**config.mk**
```make
export PLATFORM = sky130hd
export DESIGN_NAME = mipi_tx_lane_ctrl
export DESIGN_NICKNAME = d
export VERILOG_FILES = /design/src/rtl/mipi_tx_pkg.sv /design/src/rtl/mipi_tx_timer.sv /design/src/rtl/mipi_tx_lane_ctrl.sv
export SDC_FILE = /design/constraint.sdc
export NUM_CORES = 1
export LEC_CHECK = 0
export ABC_AREA = 1
export BUFFER_PORTS_ARGS = -buffer_cell sky130_fd_sc_hd__buf_4
export CORE_UTILIZATION = 40
export CTS_CLUSTER_SIZE = 28
export DETAILED_ROUTE_END_ITERATION = 10
export PLACE_DENSITY = 0.72
export SETUP_SLACK_MARGIN = 0.15
export SYNTH_ARGS = -nofsm -noshare
export SYNTH_HDL_FRONTEND = slang
export SYNTH_HIERARCHICAL = 1
export SYNTH_SLANG_ARGS = --single-unit
export TNS_END_PERCENT = 5
```
**constraint.sdc**
```tcl
create_clock -name CLK_IN -period 2.2 [get_ports CLK_IN]
set_input_delay 0.11 -clock CLK_IN [delete_from_list [all_inputs] [get_ports CLK_IN]]
set_output_delay 0.11 -clock CLK_IN [all_outputs]
set_load 0.01 [all_outputs]
```
**src/rtl/mipi_tx_pkg.sv**
```systemverilog
// Shared types and constants for the D-PHY data-lane transmit controller.
package mipi_tx_pkg;

    typedef enum logic [2:0] {
        STOP    = 3'd0,
        RQST    = 3'd1,
        BRIDGE  = 3'd2,
        HSZERO  = 3'd3,
        SYNC    = 3'd4,
        PAYLOAD = 3'd5,
        TRAIL   = 3'd6,
        EXIT    = 3'd7
    } tx_state_t;

    localparam logic [7:0] SYNC_BYTE = 8'hB8;

    // LP pad pair encodings, ordered {DP, DN}.
    localparam logic [1:0] LP11 = 2'b11;
    localparam logic [1:0] LP01 = 2'b01;
    localparam logic [1:0] LP00 = 2'b00;

    function automatic int max_int(input int a, input int b);
        return (a > b) ? a : b;
    endfunction

endpackage

```
**src/rtl/mipi_tx_timer.sv**
```systemverilog
// Loadable down-counter that parks at zero; zero flag is combinational from the count.
module mipi_tx_timer #(
    parameter int W = 4
) (
    input  logic         clk,
    input  logic         rst,
    input  logic         load,
    input  logic [W-1:0] load_val,
    output logic         zero
);

    logic [W-1:0] cnt;

    always_ff @(posedge clk) begin
        if (rst) begin
            cnt <= '0;
        end else if (load) begin
            cnt <= load_val;
        end else if (cnt != '0) begin
            cnt <= cnt - 1'b1;
        end
    end

    assign zero = (cnt == '0);

endmodule

```
**src/rtl/mipi_tx_lane_ctrl.sv**
```systemverilog
// D-PHY data-lane transmit controller: sequences LP request, HS prepare/zero,
// sync, payload, trail and exit, driving the serializer word and LP pads.
module mipi_tx_lane_ctrl
    import mipi_tx_pkg::*;
#(
    parameter int WIDTH        = 8,
    parameter int T_LPX        = 4,
    parameter int T_HS_PREPARE = 3,
    parameter int T_HS_ZERO    = 10,
    parameter int T_HS_TRAIL   = 6,
    parameter int T_HS_EXIT    = 5
) (
    input  logic             CLK_IN,
    input  logic             RST,
    input  logic             PLL_LOCK,
    input  logic             TX_REQ,
    input  logic [WIDTH-1:0] TX_DATA,
    input  logic             TX_VALID,
    input  logic             TX_LAST,
    output logic             TX_READY,
    output logic [WIDTH-1:0] HS_TX_DATA,
    output logic             HS_EN,
    output logic             LP_EN,
    output logic             LP_TX_DP,
    output logic             LP_TX_DN,
    output logic             TX_ACTIVE,
    output logic             TX_ERR
);

    localparam int T_MAX = max_int(max_int(max_int(T_LPX, T_HS_PREPARE),
                                           max_int(T_HS_ZERO, T_HS_TRAIL)), T_HS_EXIT);
    localparam int TW    = $clog2(T_MAX + 1);

    if (WIDTH != 8) begin : g_bad_width
        $error("mipi_tx_lane_ctrl: WIDTH must be 8");
    end
    if (T_LPX < 1 || T_HS_PREPARE < 1 || T_HS_ZERO < 1 || T_HS_TRAIL < 1 || T_HS_EXIT < 1) begin : g_bad_timing
        $error("mipi_tx_lane_ctrl: timing parameters must be at least 1");
    end

    tx_state_t        state;
    tx_state_t        next_state;
    tx_state_t        pad_state;
    logic             tx_err_d;
    logic             hs_take;
    logic             tmr_load;
    logic [TW-1:0]    tmr_load_val;
    logic             tmr_zero;
    logic [WIDTH-1:0] last_byte;

    // Payload handshake: a byte is taken on any cycle with TX_VALID & TX_READY.
    // TX_READY depends only on the state register, never on TX_VALID.
    assign TX_READY = (state == SYNC) || (state == PAYLOAD);
    assign hs_take  = TX_VALID && TX_READY;

    always_comb begin
        next_state = state;
        tx_err_d   = 1'b0;
        case (state)
            STOP: begin
                if (TX_REQ && PLL_LOCK) next_state = RQST;
            end
            RQST: begin
                if (!PLL_LOCK)     next_state = EXIT;
                else if (tmr_zero) next_state = BRIDGE;
            end
            BRIDGE: begin
                if (!PLL_LOCK)     next_state = EXIT;
                else if (tmr_zero) next_state = HSZERO;
            end
            HSZERO: begin
                if (!PLL_LOCK) begin
                    next_state = EXIT;
                    tx_err_d   = 1'b1;
                end else if (tmr_zero) begin
                    next_state = SYNC;
                end
            end
            SYNC: begin
                if (!PLL_LOCK) begin
                    next_state = EXIT;
                    tx_err_d   = 1'b1;
                end else if (hs_take && TX_LAST) begin
                    next_state = TRAIL;
                end else begin
                    next_state = PAYLOAD;
                end
            end
            PAYLOAD: begin
                // PLL loss wins over a simultaneous handshake; that byte is dropped.
                if (!PLL_LOCK) begin
                    next_state = EXIT;
                    tx_err_d   = 1'b1;
                end else if (!TX_VALID) begin
                    next_state = TRAIL;
                    tx_err_d   = 1'b1;
                end else if (TX_LAST) begin
                    next_state = TRAIL;
                end
            end
            TRAIL: begin
                if (!PLL_LOCK) begin
                    next_state = EXIT;
                    tx_err_d   = 1'b1;
                end else if (tmr_zero) begin
                    next_state = EXIT;
                end
            end
            EXIT: begin
                if (tmr_zero) next_state = STOP;
            end
            default: next_state = STOP;
        endcase
    end

    assign tmr_load = (next_state != state);

    always_comb begin
        tmr_load_val = '0;
        case (next_state)
            RQST:    tmr_load_val = TW'(T_LPX - 1);
            BRIDGE:  tmr_load_val = TW'(T_HS_PREPARE - 1);
            HSZERO:  tmr_load_val = TW'(T_HS_ZERO - 1);
            TRAIL:   tmr_load_val = TW'(T_HS_TRAIL - 1);
            EXIT:    tmr_load_val = TW'(T_HS_EXIT - 1);
            default: tmr_load_val = '0;
        endcase
    end

    mipi_tx_timer #(.W(TW)) u_timer (
        .clk      (CLK_IN),
        .rst      (RST),
        .load     (tmr_load),
        .load_val (tmr_load_val),
        .zero     (tmr_zero)
    );

    // The HS word path has one cycle of latency from handshake to pad, so the
    // final trail word is still on the lane in the first EXIT cycle unless aborted.
    assign pad_state = (state == TRAIL && PLL_LOCK) ? TRAIL : next_state;

    always_ff @(posedge CLK_IN) begin
        if (RST) begin
            state      <= STOP;
            LP_TX_DP   <= 1'b1;
            LP_TX_DN   <= 1'b1;
            LP_EN      <= 1'b1;
            HS_EN      <= 1'b0;
            HS_TX_DATA <= '0;
            TX_ACTIVE  <= 1'b0;
            TX_ERR     <= 1'b0;
            last_byte  <= SYNC_BYTE;
        end else begin
            state     <= next_state;
            TX_ERR    <= tx_err_d;
            TX_ACTIVE <= (state != STOP) || (next_state != STOP);

            if (next_state == SYNC) begin
                last_byte <= SYNC_BYTE;
            end else if (hs_take) begin
                last_byte <= TX_DATA;
            end

            case (pad_state)
                RQST, BRIDGE: begin
                    LP_EN                <= 1'b1;
                    HS_EN                <= 1'b0;
                    {LP_TX_DP, LP_TX_DN} <= (pad_state == RQST) ? LP01 : LP00;
                    HS_TX_DATA           <= '0;
                end
                HSZERO, SYNC: begin
                    LP_EN                <= 1'b0;
                    HS_EN                <= 1'b1;
                    {LP_TX_DP, LP_TX_DN} <= LP00;
                    HS_TX_DATA           <= (pad_state == SYNC) ? SYNC_BYTE : '0;
                end
                PAYLOAD, TRAIL: begin
                    LP_EN                <= 1'b0;
                    HS_EN                <= 1'b1;
                    {LP_TX_DP, LP_TX_DN} <= LP00;
                    // With no byte to send, fill with the inverse of the last sent MSB.
                    HS_TX_DATA           <= hs_take ? TX_DATA : {WIDTH{~last_byte[WIDTH-1]}};
                end
                default: begin
                    LP_EN                <= 1'b1;
                    HS_EN                <= 1'b0;
                    {LP_TX_DP, LP_TX_DN} <= LP11;
                    HS_TX_DATA           <= '0;
                end
            endcase
        end
    end

endmodule

```
==> flow_summary_export.csv <==
group,metric,value,unit
worst_setup_path,path_cells,"inv_2, ha_4, nand2_2, nor2_4, nor2_2, nor2_1, nand2_1, nor2_4, nand2_2, nand2_4, inv_4, nand2_2, o2111ai_4, inv_2, or2_0, nand3_1, nor2_1",
timing,final_hold_viol_count,0,
synthesis,synth.area.top_cells,"dfxtp_1 (34%), nand2_1 (14%), nand3_1 (11%), inv_1 (5.2%), a21oi_1 (4.7%)",
detailed_routing,drtIter0Drc,58,
synthesis,synth_mux_area_share,0,%
detailed_routing,drtAntennaViolNets,0,
synthesis,ys_seq_elements,22,
pwr,power_density,1700,nW/um^2
global_routing,grt_usage,18.9,%
cells_and_area,final_nets,248,
synthesis,synthDistinctLibCells,28,
pwr,p_switching,1.43,mW
hold_path,hp-class,"input pin to register",
worst_setup_path,crit_family,"simple AND/OR/NAND/NOR gates",
synthesis,synth-xor-area-share,0,%
global_routing,antenna_found_initial,0,
detailed_routing,wl,3090,um
floorplanning,core,3050,um^2
worst_setup_path,required,2450,ps
place,pre_cts_ws,48.4,ps
timing,finalSetupViolCount,0,
cells_and_area,antennaDiodeCount,0,
detailed_routing,vias,1353,
floorplanning,die_w,58.8,um
worst_setup_path,path_buf_inv,3,
timing,fin_crit,2140,ps
synthesis,synth_compound_area_share,13.0,%
flow_run,cap_violations,0,
timing,hold_slack,49.9,ps
pwr,seqPwrFrac,19.5,%
pwr,switching_share,47.1,%
timing,period_share,97.1,%
pwr,combPwrFrac,70.5,%
worst_setup_path,crit_top_cell,"nand2_2",
clock_network,clkLatencyLatePin,310,ps
pwr,leakagePower,0.870,nW
cells_and_area,fill_cells,292,
cells_and_area,drive_gt1_share,40.9,%
synthesis,synth_top_cell_area_share,34.1,%
timing,slew_violations,0,
clock_network,numCtsBuffers,3,
pwr,irDropWorstVdd,0.000754,V
synthesis,yosys.area.top_type,"dfxtp_1",
worst_setup_path,worstSetupStartpointType,"register",
cells_and_area,syn_to_final_growth,38.2,%
global_routing,grt_pass1_wl,5050,um
worst_setup_path,worst-setup-path-type,"register to register",
place,place.port_buffers,28,
clock_network,clockBufferDepth,2,
clock_network,cts_sinks,22,
pwr,p_int,1.60,mW
timing,rsz0062_at_grt,"yes",
synthesis,synth_adder_area_share,0.970,%
pwr,finalPower,3.03,mW
timing,max_freq,0.468,GHz
floorplanning,die_area,3460,um^2
detailed_routing,drc,0,
floorplanning,die_y,58.8,um
timing,setup-tns-final,0,ps
timing,worst_pin_slew,343,ps
place,dp_hpwl,2200,um
synthesis,synth_top_family_by_area,"simple AND/OR/NAND/NOR gates",
floorplanning,fp-row-count,20,
floorplanning,num_io_pins,29,
worst_setup_path,arrival,2390,ps
detailed_routing,drtPass1Iterations,5,
global_routing,grt_pass1_vias,1212,
worst_setup_path,slowest_stage,"dfxtp_2",
synthesis,avgSynthCellArea,6.83,um^2
detailed_routing,wl_per_cell,11.2,um
worst_setup_path,endpoint_kind,"register",
global_routing,grt_start_max_net_pins,14,
timing,timing.slew.headroom,77.1,%
worst_setup_path,cp_max_fo,6,
run_status,status,"complete, no violations",
synthesis,syn_inst,189,
synthesis,synth_area,1290,um^2
synthesis,synth_nets,204,
clock_network,cts_tree,"yes",
synthesis,yosysSeqAreaShare,34.1,%
clock_network,cts-root-buf,"clkbuf_4",
pwr,pwr-share-clk,10.0,%
synthesis,yosysWarningCount,6,
floorplanning,initial_core_util,42.3,%
global_routing,grt-ovfl-total,0,
place,gp_congestion,0.900,
worst_setup_path,critical-path-max-stage-delay,350,ps
clock_network,clk_pin_slew,120,ps
synthesis,synth-simple-area-share,41.1,%
clock_network,htreeDepth,1,
timing,setup_ws,64.3,ps
detailed_routing,vias_per_cell,4.90,
timing,clock-skew-final,6.24,ps
-- synthesized netlist by cell type --
master,count
o31ai_1,1
nand2_2,3
nand4_1,3
nand3_1,28
inv_4,1
buf_1,2
o22ai_1,1
buf_2,1
buf_4,1
inv_2,6
inv_1,18
or2_0,1
o21ai_2,1
nand2_4,3
ha_1,1
nor2_1,15
buf_6,2
o21ai_1,1
o2111ai_1,1
o21ai_4,1
nand2_1,49
o21ai_0,4
a21oi_2,4
dfxtp_1,22
a21oi_1,12
nand3_2,4
nor2_2,2
nor2_8,1
-- flip-flops by register name (all words and copies together) (netlist names) --
signal / cells
u_timer/cnt: 4
HS_TX_DATA: 8
TX_ERR: 1
HS_EN: 1
LP_TX_DN: 1
TX_ACTIVE: 1
state: 3
last_byte: 1
LP_EN: 1
LP_TX_DP: 1
-- timing repair --
action	4_1_cts	5_1_grt
endpoints found under the setup margin	4	15
hold endpoints to repair	0	0
hold buffers	0	0
pin swaps	10	9
setup buffers	7	1
gates resized for setup	9	13
-- worst paths after layout --
check | start | end | slack [ps] | cells after the start
max | u_timer/cnt[1]$_SDFFE_PP0P_ | u_timer/cnt[3]$_SDFFE_PP0P_ | 60 | 17
min | RST | state[1]$_SDFF_PP0_ | 50 | 2
max reg2reg | u_timer/cnt[1]$_SDFFE_PP0P_ | u_timer/cnt[3]$_SDFFE_PP0P_ | 60 | 17
min reg2reg | u_timer/cnt[2]$_SDFFE_PP0P_ | u_timer/cnt[2]$_SDFFE_PP0P_ | 610 | 4
-- power groups by stage --
stage	Combinational [mW]	Clock (mW)	Sequential (mW)
after floorplan	1.34	0	0.600
after global placement	1.84	0	0.586
after detailed placement	1.84	0	0.589
after CTS	2.00	0.314	0.583
after global routing	2.37	0.337	0.601
final	2.14	0.303	0.591
-- layout make-up --
type | instances | area [um^2] | area share, %
Clock inverter | 1 | 30.0 | 1.68
Sequential cell | 22 | 447 | 25.1
Inverter | 25 | 96.3 | 5.40
Tap cell | 44 | 55.1 | 3.09
Clock buffer | 3 | 22.5 | 1.26
Timing Repair Buffer | 45 | 338 | 18.9
Multi-Input combinational cell | 136 | 795 | 44.6
-- placed cells by master (no fill, tap or decap) --
| cell | n |
|---|---|
| o31ai_1 | 1 |
| o21ai_0 | 3 |
| clkbuf_4 | 3 |
| o21ai_1 | 1 |
| nand3_1 | 26 |
| dfxtp_1 | 19 |
| nand2_1 | 43 |
| nor2_4 | 2 |
| nand2_4 | 3 |
| inv_1 | 15 |
| nand3_2 | 5 |
| dfxtp_4 | 1 |
| a21oi_2 | 4 |
| inv_4 | 1 |
| dfxtp_2 | 2 |
| bufinv_16 | 1 |
| inv_2 | 9 |
| or2_0 | 1 |
| nor2_8 | 1 |
| o21ai_2 | 2 |
| a21oi_1 | 12 |
| nand3_4 | 1 |
| ha_4 | 1 |
| nor2_2 | 3 |
| o21ai_4 | 1 |
| o22ai_1 | 1 |
| nand2_2 | 9 |
| nor2_1 | 12 |
| o2111ai_4 | 1 |
| nand4_1 | 3 |
| buf_4 | 45 |
-- layer usage --
| layer | GRT usage (%) | part of all wire, % | up-vias |
|---|---|---|---|
| met3 | 5.49 | 5.5 | 2 |
| met4 | 4.42 | 0.29 | 0 |
| li1 | - | - | 699 |
| met5 | 0 | 0 | - |
| met1 | 23.4 | 45 | 609 |
| met2 | 32.1 | 49 | 43 |
-- metrics by stage --
stage	cells	cell area, um^2	utilization, %
after floorplan	189	1320	-
after global placement	264	1610	52.8
after detailed placement	264	1610	52.8
after CTS	275	1740	56.8
after global routing	276	1780	58.4
final	276	1780	58.4
-- logic make-up after synthesis --
kind of cell | Yosys count
simple gates | 109
buf+inv | 31
compound gates | 26
flops | 22
fa+ha+maj | 1
Power figures use the tool's default switching activity.
